[src/rtl/seg7_readback_monitor.sv]
// ---------------------------------------------------------------------------
// seg7_readback_monitor
//
// Purpose:
//   Watches the active-low segment drive of a 7-segment HEX digit and
//   decodes it back to a BCD value. Each pattern must be stable for
//   STABLE_CYCLES samples before it is accepted. Accepted changes are
//   classified as step up, step down, jump, blank or invalid. This lets a
//   board check its own display output.
//
// Optional feature (macro SEG7_MON_DP_EN):
//   When defined, seg_in widens to 8 bits. Bit 7 is the active-low decimal
//   point. The dp output reports the decimal point of the last accepted
//   pattern.
//
// Ports:
//   clk          in   system clock
//   rst          in   asynchronous active-high reset
//   seg_in       in   active-low segments, bit0=a .. bit6=g (bit7=dp opt.)
//   digit        out  last accepted digit (BCD)
//   digit_valid  out  level, last accepted pattern was a legal digit
//   digit_strobe out  pulse, new digit accepted
//   step_up      out  pulse, new digit = previous + 1 (mod 10)
//   step_down    out  pulse, new digit = previous - 1 (mod 10)
//   step_jump    out  pulse, digit changed by any other amount
//   blank        out  level, last accepted pattern was all segments off
//   err_pulse    out  pulse, invalid pattern accepted
//   err_count    out  saturating count of accepted invalid patterns
//   dp           out  (SEG7_MON_DP_EN only) decimal point, active-high
// ---------------------------------------------------------------------------
module seg7_readback_monitor #(
    parameter int STABLE_CYCLES = 4,
    parameter int ERR_CNT_W     = 8
) (
    input  logic                 clk,
    input  logic                 rst,
`ifdef SEG7_MON_DP_EN
    input  logic [7:0]           seg_in,
    output logic                 dp,
`else
    input  logic [6:0]           seg_in,
`endif
    output logic [3:0]           digit,
    output logic                 digit_valid,
    output logic                 digit_strobe,
    output logic                 step_up,
    output logic                 step_down,
    output logic                 step_jump,
    output logic                 blank,
    output logic                 err_pulse,
    output logic [ERR_CNT_W-1:0] err_count
);

`ifdef SEG7_MON_DP_EN
    localparam int SEG_W = 8;
`else
    localparam int SEG_W = 7;
`endif
    localparam logic [7:0] STABLE_L = 8'(STABLE_CYCLES);

    typedef enum logic [1:0] {
        ST_NONE,
        ST_DIGIT,
        ST_BLANK,
        ST_INVALID
    } lastState_t;

    logic [SEG_W-1:0]     seg_q, lastPat_q, lastPat_d;
    logic [7:0]           runLen_q, runLen_d;
    logic                 accepted_q, accepted_d;
    logic                 lastPatValid_q, lastPatValid_d;
    lastState_t           lastState_q, lastState_d;
    logic [3:0]           digit_q, digit_d;
    logic                 digitValid_q, digitValid_d;
    logic                 digitStrobe_q, digitStrobe_d;
    logic                 stepUp_q, stepUp_d;
    logic                 stepDown_q, stepDown_d;
    logic                 stepJump_q, stepJump_d;
    logic                 blank_q, blank_d;
    logic                 errPulse_q, errPulse_d;
    logic [ERR_CNT_W-1:0] errCount_q, errCount_d;
`ifdef SEG7_MON_DP_EN
    logic                 dp_q, dp_d;
`endif

    logic       sameSample, accept, newPattern;
    logic       decIsDigit, decIsBlank;
    logic [3:0] decDigit, upOfLast, downOfLast;

    // Decode the sampled segment pattern (bits 6:0 only) into a digit.
    always_comb begin
        decIsDigit = 1'b1;
        decIsBlank = 1'b0;
        decDigit   = 4'd0;
        case (seg_q[6:0])
            7'b100_0000: decDigit = 4'd0;
            7'b111_1001: decDigit = 4'd1;
            7'b010_0100: decDigit = 4'd2;
            7'b011_0000: decDigit = 4'd3;
            7'b001_1001: decDigit = 4'd4;
            7'b001_0010: decDigit = 4'd5;
            7'b000_0010: decDigit = 4'd6;
            7'b111_1000: decDigit = 4'd7;
            7'b000_0000: decDigit = 4'd8;
            7'b001_0000: decDigit = 4'd9;
            7'b111_1111: begin
                decIsDigit = 1'b0;
                decIsBlank = 1'b1;
            end
            default:     decIsDigit = 1'b0;
        endcase
    end

    // Run-length tracking. A run counts identical consecutive samples and
    // is allowed to fire acceptance only once. The accepted pattern is the
    // one held in seg_q, so a change arriving on the same edge still lets
    // the completed run be reported.
    always_comb begin
        sameSample = (seg_in == seg_q);
        if (!sameSample)
            runLen_d = 8'd1;
        else if (runLen_q == STABLE_L)
            runLen_d = STABLE_L;
        else
            runLen_d = runLen_q + 8'd1;
        accept     = (runLen_q == STABLE_L) && !accepted_q;
        accepted_d = sameSample ? (accepted_q | accept) : 1'b0;
        newPattern = accept && !(lastPatValid_q && (lastPat_q == seg_q));
        upOfLast   = (digit_q == 4'd9) ? 4'd0 : digit_q + 4'd1;
        downOfLast = (digit_q == 4'd0) ? 4'd9 : digit_q - 4'd1;
    end

    // Classification of a newly accepted pattern. Pulses default low every
    // cycle and levels hold, so a discarded repeat leaves everything alone.
    always_comb begin
        lastPat_d      = lastPat_q;
        lastPatValid_d = lastPatValid_q;
        lastState_d    = lastState_q;
        digit_d        = digit_q;
        digitValid_d   = digitValid_q;
        blank_d        = blank_q;
        errCount_d     = errCount_q;
        digitStrobe_d  = 1'b0;
        stepUp_d       = 1'b0;
        stepDown_d     = 1'b0;
        stepJump_d     = 1'b0;
        errPulse_d     = 1'b0;
`ifdef SEG7_MON_DP_EN
        dp_d           = dp_q;
`endif
        if (newPattern) begin
            lastPat_d      = seg_q;
            lastPatValid_d = 1'b1;
`ifdef SEG7_MON_DP_EN
            dp_d           = ~seg_q[7];
`endif
            if (decIsDigit) begin
                digit_d       = decDigit;
                digitValid_d  = 1'b1;
                blank_d       = 1'b0;
                digitStrobe_d = 1'b1;
                lastState_d   = ST_DIGIT;
                // Same digit can only reappear here when just the decimal
                // point changed; that is a strobe without any step.
                if (lastState_q == ST_DIGIT) begin
                    if (decDigit == upOfLast)
                        stepUp_d = 1'b1;
                    else if (decDigit == downOfLast)
                        stepDown_d = 1'b1;
                    else if (decDigit != digit_q)
                        stepJump_d = 1'b1;
                end
            end else if (decIsBlank) begin
                blank_d      = 1'b1;
                digitValid_d = 1'b0;
                lastState_d  = ST_BLANK;
            end else begin
                errPulse_d   = 1'b1;
                digitValid_d = 1'b0;
                blank_d      = 1'b0;
                lastState_d  = ST_INVALID;
                if (errCount_q != {ERR_CNT_W{1'b1}})
                    errCount_d = errCount_q + 1'b1;
            end
        end
    end

    // State register; reset clears the sampler so the pattern present
    // after release is qualified from scratch.
    always_ff @(posedge clk or posedge rst) begin
        if (rst) begin
            seg_q          <= '0;
            runLen_q       <= '0;
            accepted_q     <= 1'b0;
            lastPat_q      <= '0;
            lastPatValid_q <= 1'b0;
            lastState_q    <= ST_NONE;
            digit_q        <= '0;
            digitValid_q   <= 1'b0;
            digitStrobe_q  <= 1'b0;
            stepUp_q       <= 1'b0;
            stepDown_q     <= 1'b0;
            stepJump_q     <= 1'b0;
            blank_q        <= 1'b0;
            errPulse_q     <= 1'b0;
            errCount_q     <= '0;
`ifdef SEG7_MON_DP_EN
            dp_q           <= 1'b0;
`endif
        end else begin
            seg_q          <= seg_in;
            runLen_q       <= runLen_d;
            accepted_q     <= accepted_d;
            lastPat_q      <= lastPat_d;
            lastPatValid_q <= lastPatValid_d;
            lastState_q    <= lastState_d;
            digit_q        <= digit_d;
            digitValid_q   <= digitValid_d;
            digitStrobe_q  <= digitStrobe_d;
            stepUp_q       <= stepUp_d;
            stepDown_q     <= stepDown_d;
            stepJump_q     <= stepJump_d;
            blank_q        <= blank_d;
            errPulse_q     <= errPulse_d;
            errCount_q     <= errCount_d;
`ifdef SEG7_MON_DP_EN
            dp_q           <= dp_d;
`endif
        end
    end

    assign digit        = digit_q;
    assign digit_valid  = digitValid_q;
    assign digit_strobe = digitStrobe_q;
    assign step_up      = stepUp_q;
    assign step_down    = stepDown_q;
    assign step_jump    = stepJump_q;
    assign blank        = blank_q;
    assign err_pulse    = errPulse_q;
    assign err_count    = errCount_q;
`ifdef SEG7_MON_DP_EN
    assign dp           = dp_q;
`endif

endmodule

[config.mk]
export PLATFORM = sky130hd
export DESIGN_NAME = seg7_readback_monitor
export DESIGN_NICKNAME = d
export VERILOG_FILES = /design/src/rtl/seg7_readback_monitor.sv
export SDC_FILE = /design/constraint.sdc
export NUM_CORES = 1
export LEC_CHECK = 0
export ABC_AREA = 1
export BUFFER_PORTS_ARGS = -buffer_cell sky130_fd_sc_hd__buf_2
export CORE_UTILIZATION = 45
export DETAILED_ROUTE_END_ITERATION = 8
export GPL_TIMING_DRIVEN = 0
export PLACE_DENSITY = 0.68
export SLEW_MARGIN = 20
export SYNTH_ARGS = -nofsm -noshare
export SYNTH_HDL_FRONTEND = slang
export SYNTH_SLANG_ARGS = --single-unit
[constraint.sdc]
create_clock -name clk -period 3.4 [get_ports clk]
set_clock_uncertainty 0.2 [all_clocks]
set_input_delay 0.17 -clock clk [delete_from_list [all_inputs] [get_ports clk]]
set_output_delay 0.17 -clock clk [all_outputs]
set_load 0.01 [all_outputs]
Word level (Yosys, flattened, before mapping)

Index checks and enable logic that the tools add are counted.

Flip-flop bits (word level): 45
Input bits: 9
Output and inout port bits: 19
Word-level logic and storage cells: 83

$add $sub $neg: 4
Equal/unequal tests: 19
Mux-type cells: 32
Bitwise logic cells: 3
Reduce and logical (&&, ||, !) cells: 10

Operators by type and width:

| kind                                                               | count |
|---|---|
| 4-bit case mux with 9 select lines                                 | 1 |
| 7-bit == test, second input constant                               | 4 |
| 1-bit two-way mux                                                  | 26 |
| 7-bit by 5-bit == test with 1-bit output, second input constant    | 3 |
| 8-bit by 1-bit adder with 8-bit output, second input constant      | 2 |
| 8-bit two-way mux                                                  | 2 |
| 7-bit by 6-bit == test with 1-bit output, second input constant    | 2 |
| 7-bit == test                                                      | 2 |
| 10-bit OR reduction                                                | 1 |
| 4-bit == test                                                      | 2 |
| 8-bit by 3-bit == test with 1-bit output, second input constant    | 1 |
| 4-bit two-way mux                                                  | 2 |
| 8-bit != test, second input constant                               | 1 |
| 7-bit by 2-bit == test with 1-bit output, second input constant    | 1 |
| 7-bit logical NOT                                                  | 1 |
| 4-bit by 1-bit adder with 4-bit output, second input constant      | 1 |
| 4-bit == test, second input constant                               | 1 |
| 4-bit logical NOT                                                  | 1 |
| 4-bit != test                                                      | 1 |
| 4-bit AND reduction                                                | 1 |
| 4-bit by 1-bit subtractor with 4-bit output, second input constant | 1 |
| 1-bit logical AND                                                  | 3 |
| 2-bit by 1-bit == test with 1-bit output, second input constant    | 1 |
| 1-bit logical NOT                                                  | 2 |
| other kinds (4)                                                    | 5 |

Longest topological paths before layout

Gate-level depths: netlist (run 1).

Word-level depth: 9
Gate-level depth with buffers: 14
Mapped depth without buffers: 12

Least setup slack after synthesis (run 1)

OpenSTA, ideal clock, no wires.

Path kind: register to register
From: register runLen_q[0]
To: register errCount_q[5] (netlist: err_count[5])
Setup time: 0.122 ns
Data arrival time: 1.576 ns
Required time: 3.078 ns
Path slack: 1.502 ns
Stages on the path, launching flop included: 12
Buffers on the path: 1
Clock period less this slack: 1.898 ns
Path through: dfrtp_1 inv_1 ha_1 nand3_1 nor2_1 nand2_1 o21bai_2 nor2_2 nand2_4 buf_6 nand2_2 o21ai_2

Cells in the longest elaborated chain, start to end: 4

RTL lines:

| item                                     | RTL line | source |
|---|---|---|
| start: declaration                       | 69       | `logic [7:0] runLen_q, runLen_d;` |
| start signal: assignment                 | 212      | `runLen_q <= runLen_d;` |
| 8-bit by 3-bit == test with 1-bit output | 126      | `accept = (runLen_q == STABLE_L) && !accepted_q;` |
| 1-bit logical AND                        | 126      |  |
| 1-bit logical AND                        | 128      | `newPattern = accept && !(lastPatValid_q && (lastPat_q == seg_q));` |
| 4-bit AND reduction (no source line)     | n/a      |  |
| end signal: assignment                   | 225      | `errCount_q <= errCount_d;` |
| end: declaration                         | 81       | `logic [ERR_CNT_W-1:0] errCount_q, errCount_d;` |

No other way between the ends.
A chain may end at the register's enable or synchronous reset.

Final worst setup path (run 1)

From: register runLen_q[0]
To: register errCount_q[6] (netlist: err_count[6])

Same word-level chain as after synthesis.

==> summary.txt, run 1 <==
CTS tree = built
Core Area = 0.00589 mm^2
detail-routed via count per cell = 4.78
initial core utilization = 0.465
RSZ-0062 raised after global routing = no
worst hold slack = 0.138 ns
Distinct cells, synth = 36
CP max-delay cell = dfrtp_1
worst slew pin tran = 0.476 ns
htree depth = 2
Crit. End Element = register
Clock Pin Slew Worst Setup and Hold Paths = 0.09 ns
Antenna diodes = 0
Max Transition Viols Final = 0
Worst Path Arrival = 2.14 ns
mean routed wirelength per cell = 11.4 um
number of buffer and inverter stages on the critical path = 2
Setup-failing EPs final = 0
drt total wl = 5.44 mm
worst path cell trace = inv_1 > ha_1 > nand3_1 > nor2_1 > nand2_1 > o21bai_2 > nor2_2 > nand2_4 > buf_6 > nand2_2 > o21ai_2
DR iter-0 viols = 96
die area = 0.00639 mm^2
I/O pin count = 28
ratio of cells with drive above 1 in the final layout = 0.213
FF+latch count, synth = 45
Vias = 2287
post-CTS sizing = 0
Syn Nets = 371
critical path class = reg -> reg
status = finished clean
IO Port Bufs = 27
Leak = 1.62 nW
Final nets = 414
Tmin final = 2.14 ns
CP required = 3.40 ns
FILL cells = 592
drt drc = 0
DR WL met3 = 135 um
CP peak stage delay = 0.40 ns
CTS max path bufs = 2
CTS buffer count = 5
FFs w/ async S/R, synth = 1.00
final core occ = 0.537
met2 WL = 2.71 mm
final worst path period share = 0.631
P&R area growth vs syn = 15.5%
Primary FF master, synth = dfrtp_1
# rows = 28
met1 WL = 2.49 mm
register area share after synthesis = 0.412
TritonCTS Sinks = 45
Antenna Nets Post-Route = 0
Hold Path Class = in -> async
DRT Pass-1 Iters = 4
Congestion Overflow GR = 0
fmax = 466 MHz
CP top delay family = simple AND/OR/NAND/NOR gates
yosys warns = 0
Slew HR = 0.681
Peak VDD IR = 225 uV
CP max FO = 10
initial antenna violation count = 0
Syn Area/Cell = 7.62 um^2
die height = 80.0 um
Max-Cap Viols = 0
Hold-fix buffers, CTS = 8
PwrDens = 308 mW/mm^2
Post-synth EDFFs = 0
Synth Cell Area = 0.00274 mm^2
GP Congestion = 0.854
Post-CTS Setup Inserts = 0
DR top layer = met4
global-route wire length before repair = 9.72 mm
r2r setup slk = 1.26 ns
Die X = 80.0 um
Syn Inst Count = 359
worst skew pair latency = 0.31 ns
Final TNS setup = 0 ns
Startpoint Class = register
final-report hold violation count = 0
Total GRT Usage = 0.197
CTS root buf = clkbuf_8
largest net degree at the start of global routing = 35
placed wire-length estimate = 4.18 mm
vias in the first global route = 2222
==> per-layer routing <==
metal  track usage  vias up
met5             0        -
met4        0.0625        0
met3        0.0389       11
met2         0.350       35
met1         0.239     1041
li1              -     1200
==> logic make-up after synthesis <==
kind of cell,after synthesis,share of synthesized area
simple gates,210,0.365
fa+ha+maj,3,0.0137
buf+inv,53,0.0833
xor+xnor,20,0.0640
compound gates,28,0.0622
flops,45,0.412
==> layout by cell type (no fill, tap or decap), types with 2 or more instances in the layout <==
cell           netlist  final
nand2_1             88     88
nor2_1              52     52
dfrtp_1             45     45
inv_1               36     35
buf_2                4     31
nand3_1             26     26
o21ai_0             16     16
xnor2_1             13     13
nand2_2             12     12
dlygate4sd3_1        0      8
nor3_1               7      7
xor2_1               7      7
inv_2                5      6
nor2_2               6      6
clkbuf_8             0      5
nand4_1              4      4
o21ai_1              3      3
nor2_4               3      3
nand2_4              3      3
o21ai_2              3      3
a21oi_1              3      3
ha_1                 3      3
buf_4                2      2
buf_6                2      2
clkbuf_1             2      2
or2_2                2      2
==> worst min-delay path, cell delays in order <==
cell           delay [ns]
dlygate4sd3_1        0.53
buf_2                0.12
inv_2                0.22
==> stage by stage <==
step	std cells	instance area (um^2)	setup slack (ns)	power (W)
after detailed placement	462	2980	1.26	0.000633
final	478	3160	1.26	0.000973
after global routing	478	3160	1.05	0.00102
after CTS	478	3160	1.24	0.000989
after floorplan	359	2740	1.50	0.000610
after global placement	461	2960	1.31	0.000629
==> flip-flops by register name, summed over array words and instances, names as in the netlist <==
name	cells
accepted_q	1
blank	1
digit	4
digit_strobe	1
digit_valid	1
err_count	8
err_pulse	1
lastPatValid_q	1
lastPat_q	7
lastState_q	2
runLen_q	8
seg_q	7
step_down	1
step_jump	1
step_up	1
==> cell type report <==
class	instances	area [um^2]	area share
well taps	75	93.8	0.0297
flip-flops and latches	45	1130	0.357
repair buffers	36	235	0.0745
multi-input cells	261	1380	0.437
plain buffers	10	65.1	0.0206
clock buffers	5	68.8	0.0218
inverters	43	163	0.0515
clock inverters	3	25.0	0.00792
==> cells in the mapped netlist (3+ instances only) <==
master | count | area, um^2
o21ai_0 | 16 | 80.1
nor2_2 | 6 | 37.5
nand4_1 | 4 | 25.0
nand2_4 | 3 | 33.8
buf_2 | 4 | 20.0
o21ai_2 | 3 | 26.3
nor2_1 | 52 | 195
nand3_1 | 26 | 130
xor2_1 | 7 | 61.3
ha_1 | 3 | 37.5
o21ai_1 | 3 | 15.0
xnor2_1 | 13 | 114
a21oi_1 | 3 | 15.0
nor2_4 | 3 | 33.8
nand2_2 | 12 | 75.1
nor3_1 | 7 | 35.0
inv_1 | 36 | 135
dfrtp_1 | 45 | 1130
inv_2 | 5 | 18.8
nand2_1 | 88 | 330
==> where the power goes <==
| group | switching (W) | internal, W |
|---|---|---|
| clock network | 0.000197 | 0.000148 |
| registers | 0.00000382 | 0.000539 |
| logic | 0.0000520 | 0.0000330 |
==> worst paths after layout <==
path                                      from             end  depth (start not counted)
worst max-delay path               runLen_q[0]    err_count[6]                         11
worst min register to register  lastPatValid_q  lastPatValid_q                          1
max in group asynchronous                  rst        seg_q[0]                          4
worst max register to register     runLen_q[0]    err_count[6]                         11
min in group clk                lastPatValid_q  lastPatValid_q                          1
worst min-delay path                       rst     runLen_q[1]                          3
Note: power is estimated with default switching activity, not from simulation.
==> run 2, diff against run 1 <==
==> constraint.sdc (replaced) <==
create_clock -name clk -period 2.1 [get_ports clk]
set_clock_uncertainty 0.2 [all_clocks]
set_input_delay 0.105 -clock clk [delete_from_list [all_inputs] [get_ports clk]]
set_output_delay 0.105 -clock clk [all_outputs]
set_load 0.01 [all_outputs]
==> run 2 against run 1 <==
- non-clock buffer count increased by 5
- fmax increased by 7.1%
- routed wire length increased by 3.4%
- register-to-register slack got worse by 1.2 ns
- critical path depth unchanged
- critical endpoint unchanged
==> summary.txt, run 2 (synthesis gave the netlist of run 1 again) <==
status = finished clean
initial core utilization = 0.465 (unchanged)
CTS root buf = clkbuf_8
Final nets = 419 (+1.2%)
mean routed wirelength per cell = 11.6 um (+2.3%)
Crit. End Element = register
commonest non-fill, non-tap cell in the layout = nand2_1
initial antenna violation count = 0 (unchanged)
detail-routed via count per cell = 4.84 (+1.2%)
FILL cells = 586 (-1.0%)
I/O pin count = 28 (unchanged)
largest net degree at the start of global routing = 35 (unchanged)
worst slew pin tran = 0.478 ns (+0.00237 ns)
CTS max path bufs = 2 (unchanged)
Peak VDD IR = 361 uV (+60%)
met3 Use GR = 0.0389 (unchanged)
Worst Path Arrival = 2.00 ns (-0.14 ns)
placed wire-length estimate = 4.18 mm (unchanged)
Core Area = 0.00589 mm^2 (unchanged)
DR iter-0 viols = 87 (-9.4%)
met1 usage = 0.239 (unchanged)
Tmin final = 2.00 ns (-0.141 ns)
Max Transition Viols Final = 0 (unchanged)
CTS buffer count = 5 (unchanged)
Clock Pin Slew Worst Setup and Hold Paths = 0.09 ns (about the same)
Total GRT Usage = 0.197 (unchanged)
critical path class = reg -> reg
fmax = 499 MHz (+7.1%)
gr busiest metal = met2
final-report hold violation count = 0 (unchanged)
Slew HR = 0.679 (-0.00159)
Setup-failing EPs final = 0 (unchanged)
DRT Pass-1 Iters = 4 (unchanged)
worst hold slack = 0.0731 ns (-0.0653 ns)
Vias = 2338 (+2.2%)
IO Port Bufs = 27 (unchanged)
placed instance count = 462 (unchanged)
# rows = 28 (unchanged)
GP Congestion = 0.854 (unchanged)
drt total wl = 5.62 mm (+3.4%)
Antenna diodes = 0 (unchanged)
Antenna Nets Post-Route = 0 (unchanged)
ratio of cells with drive above 1 in the final layout = 0.240 (+0.0268)
die area = 0.00639 mm^2 (unchanged)
M2 GR Usage = 0.350 (unchanged)
htree depth = 2 (unchanged)
PwrDens = 491 mW/mm^2 (+59%)
most frequent cells in the layout = 86 x nand2_1, 49 x nor2_1, 44 x dfrtp_1, 34 x inv_1, 30 x buf_2
Congestion Overflow GR = 0 (unchanged)
CP max FO = 10 (unchanged)
Max-Cap Viols = 0 (unchanged)
Leak = 1.65 nW (+1.5%)
global-route wire length before repair = 9.72 mm (unchanged)
Final Non-Filler Cells = 483 (+1.0%)
die height = 80.0 um (unchanged)
Hold Path Class = in -> async
worst skew pair latency = 0.31 ns (about the same)
vias in the first global route = 2222 (unchanged)
TritonCTS Sinks = 45 (unchanged)
final worst path period share = 0.954 (+0.323)
P&R area growth vs syn = 18.0%
Startpoint Class = register
CP required = 2.10 ns (-1.30 ns)
Tot Pwr = 0.00158 W (+63%)
CTS tree = built
drt drc = 0 (unchanged)
Die X = 80.0 um (unchanged)
## run 2: cell count changes in the layout (fill, tap and decap cells not counted), sizes merged
cell / delta
buf: +4
clkbuf: +1
## run 2: cell type report
cell class,count,area [um^2],area share
buffer,10,67.6,0.0209
clock buffer,5,68.8,0.0213
clock inverter,3,25.0,0.00775
inverter,43,163,0.0504
multi-input combinational,261,1410,0.437
sequential,45,1130,0.349
tap,75,93.8,0.0291
timing repair buffer,41,273,0.0845
## run 2: metrics by stage
stage | TNS [ns] | area (um^2) | setup WS [ns] | util
global placement | 0 | 2960 | 0.00657 | 0.504
detailed placement | -0.173 | 2980 | -0.0387 | 0.507
finish | 0 | 3230 | 0.0973 | 0.548
global route | -0.167 | 3230 | -0.0393 | 0.548
CTS | 0 | 3160 | 0.00997 | 0.537
floorplan | 0 | 2740 | 0.202 | -
## run 2: worst max-delay path, stage by stage (launching register included)
cell and delay (ns):
dfrtp_1 0.40, inv_1 0.08, ha_1 0.14, nand3_1 0.10, nor2_2 0.17, nand2_2 0.08, o21bai_2 0.22, nor2_4 0.18
nand2_4 0.06, buf_6 0.15, nand2_2 0.06, o21ai_2 0.05
## run 2: report_power, final
part / leakage [nW] / switching, W / internal (W) / total [W]
Clock: 0.0447 / 0.000318 / 0.000240 / 0.000559
Combinational: 0.996 / 0.0000871 / 0.0000588 / 0.000146
Sequential: 0.607 / 0.00000667 / 0.000873 / 0.000880
## run 2: path summary, 6_finish.rpt
path / depth (start not counted) / to / slack (ns) / from
min reg2reg: 1 / lastPatValid_q / 0.29 / lastPatValid_q
max in group asynchronous: 4 / seg_q[1] / 1.14 / rst
max: 11 / err_count[6] / 0.1 / runLen_q[0]
min in group clk: 2 / seg_q[6] / 0.26 / seg_in[6]
min: 3 / runLen_q[1] / 0.07 / rst
max reg2reg: 11 / err_count[6] / 0.1 / runLen_q[0]
## run 2: per-layer routing
layer,wire length [um],vias up
met4,82,0
met5,0,-
met3,126,9
met2,2800,30
met1,2610,1084
li1,-,1215
## run 2: repair_timing
item | CTS | global route
resized for setup | 1 | 10
setup endpoints to repair | 8 | 16
hold buffers | 8 | 0
cloned | 0 | 0
pin swaps | 0 | 4
buffers inserted | 0 | 5
endpoints found under the hold margin | 52 | 0
==> run 3, diff against run 2 <==
--- a/config.mk
+++ b/config.mk
@@ -10,6 +10,7 @@
 export CORE_UTILIZATION = 45
 export DETAILED_ROUTE_END_ITERATION = 8
 export GPL_TIMING_DRIVEN = 0
+export MAX_ROUTING_LAYER = met4
 export PLACE_DENSITY = 0.68
 export SLEW_MARGIN = 20
 export SYNTH_ARGS = -nofsm -noshare
==> run 3 against run 2 <==
- non-clock buffer count shrank 2
- core utilization increased by 0.11 points
- power up 1.7%
- clock power increased by 5.2%
- fmax increased by 1.5%
- sequential cell count is the same
- count of clock-buffer cells in the layout increased by 2
- final cell count fell by 0.41%
- combinational power about the same
- worst setup slack improved by 0.030 ns
- critical endpoint is now err_count[5]
==> summary.txt, run 3 (synthesis gave the netlist of run 1 again) <==
FILL cells = 581 (-0.85%)
critical path class = reg -> reg
Leak = 1.66 nW (+1.0%)
final worst path period share = 0.939 (-0.0143)
Slew HR = 0.649 (-0.0298)
Total GRT Usage = 0.200 (+0.00294)
PwrDens = 498 mW/mm^2 (+1.5%)
DR iter-0 viols = 67 (-23%)
mean routed wirelength per cell = 11.4 um (-2.0%)
worst path cell trace = buf_6 > inv_1 > nor2_1 > nand3_1 > nand2_2 > nor2_4 > nand3_4 > nor2_8 > nand2_4 > buf_6 > nand2_2 > o21ai_2
Setup-failing EPs final = 0 (unchanged)
htree depth = 2 (unchanged)
Crit. End Element = register
die area = 0.00639 mm^2 (unchanged)
I/O pin count = 28 (unchanged)
IO Port Bufs = 27 (unchanged)
ratio of cells with drive above 1 in the final layout = 0.234 (-0.00621)
Hold Path Class = in -> async
Peak VDD IR = 390 uV (+8.2%)
vias in the first global route = 2225 (+0.14%)
CTS buffer count = 5 (unchanged)
commonest non-fill, non-tap cell in the layout = nand2_1
worst hold slack = 0.0697 ns (-0.00337 ns)
Startpoint Class = register
worst skew pair latency = 0.30 ns (about the same)
status = finished clean
Register Area = 0.00113 mm^2 (unchanged)
Antenna Nets Post-Route = 0 (unchanged)
multi-input logic area = 0.00142 mm^2 (+0.71%)
Die X = 80.0 um (unchanged)
DRT Pass-1 Iters = 4 (unchanged)
CTS max path bufs = 2 (unchanged)
CP max FO = 10 (unchanged)
CP required = 2.09 ns (about the same)
Vias = 2330 (-0.34%)
M2 GR Usage = 0.350 (+0.000855)
most frequent cells in the layout = 86 x nand2_1, 50 x nor2_1, 44 x dfrtp_1, 35 x inv_1, 30 x buf_2
met1 usage = 0.232 (-0.00668)
CP peak stage delay = 0.38 ns (-0.02 ns)
worst slack at placement = -0.0101 ns (+0.0286 ns)
drt total wl = 5.49 mm (-2.4%)
global-route wire length before repair = 9.78 mm (+0.71%)
Worst Path Arrival = 1.96 ns (-0.04 ns)
Max-Cap Viols = 0 (unchanged)
Tmin final = 1.97 ns (-0.0300 ns)
initial core utilization = 0.465 (unchanged)
gr busiest metal = met2
met3 Use GR = 0.0309 (-0.00800)
Tot Pwr = 0.00161 W (+1.7%)
Max Transition Viols Final = 0 (unchanged)
placed instance count = 462 (unchanged)
Congestion Overflow GR = 0 (unchanged)
Clock Pin Slew Worst Setup and Hold Paths = 0.08 ns (about the same)
CP top delay family = simple AND/OR/NAND/NOR gates
P&R area growth vs syn = 18.2%
Core Area = 0.00589 mm^2 (unchanged)
placed wire-length estimate = 4.14 mm (-1.0%)
final-report hold violation count = 0 (unchanged)
Final nets = 417 (-0.48%)
r2r setup slk = 0.13 ns (+0.03 ns)
CTS tree = built
CTS root buf = clkbuf_8
fmax = 507 MHz (+1.5%)
number of buffer and inverter stages on the critical path = 3 (+1)
Final Non-Filler Cells = 481 (-0.41%)
# rows = 28 (unchanged)
worst slew pin tran = 0.522 ns (+0.0444 ns)
Final WS setup = 0.127 ns (+0.0300 ns)
largest net degree at the start of global routing = 36 (+2.9%)
GP Congestion = 0.852 (-0.30%)
CP max-delay cell = dfrtp_1
initial antenna violation count = 0 (unchanged)
detail-routed via count per cell = 4.84 (about the same)
drt drc = 0 (unchanged)
TritonCTS Sinks = 45 (unchanged)
Antenna diodes = 0 (unchanged)
die height = 80.0 um (unchanged)
[run 3: report_power, final]
group | total (W) | internal [W] | switching, W
Sequential | 0.000879 | 0.000873 | 0.00000656
Clock | 0.000588 | 0.000298 | 0.000290
Combinational | 0.000144 | 0.0000583 | 0.0000860
[run 3: what timing repair did]
item | CTS | global route
endpoints found under the hold margin | 52 | 0
setup buffers | 0 | 4
pin swaps | 0 | 4
endpoints found under the setup margin | 7 | 19
gates resized for setup | 1 | 11
gates cloned | 0 | 0
hold buffers | 8 | 0
[run 3: final timing paths]
kind,from,to,cells past startpoint
worst max-delay path,seg_q[6],err_count[5],12
min in group clk,seg_in[6],seg_q[6],2
worst min-delay path,rst,err_count[7],3
worst min register to register,blank,blank,2
worst max register to register,seg_q[6],err_count[5],12
max in group asynchronous,rst,seg_q[1],4
[run 3: per-stage QoR]
| stage | setup TNS, ns | utilization | area [um^2] |
|---|---|---|---|
| 4_1_cts | 0 | 0.539 | 3170 |
| 2_1_floorplan | 0 | - | 2740 |
| 3_5_place_dp | -0.0180 | 0.507 | 2980 |
| 3_3_place_gp | 0 | 0.504 | 2960 |
| 6_report | 0 | 0.549 | 3230 |
| 5_1_grt | -0.0181 | 0.549 | 3230 |
[run 3: routing by layer]
layer / up-vias / wire length [um]
li1: 1214 / -
met1: 1068 / 2500
met2: 33 / 2690
met3: 15 / 142
met4: 0 / 153
met5: - / 0
[run 3: worst register-to-register path, stage by stage (launching register included)]
cell	delay, ns
dfrtp_1	0.38
buf_6	0.13
inv_1	0.12
nor2_1	0.07
nand3_1	0.10
nand2_2	0.09
nor2_4	0.14
nand3_4	0.14
nor2_8	0.17
nand2_4	0.06
buf_6	0.15
nand2_2	0.06
o21ai_2	0.05
[run 3: layout make-up]
type                    instances  share of cell area
clock inverters                 1             0.00155
repair buffers                 40              0.0820
flip-flops and latches         45               0.349
clock buffers                   7              0.0298
inverters                      43              0.0503
plain buffers                   9              0.0197
multi-input cells             261               0.439
well taps                      75              0.0290
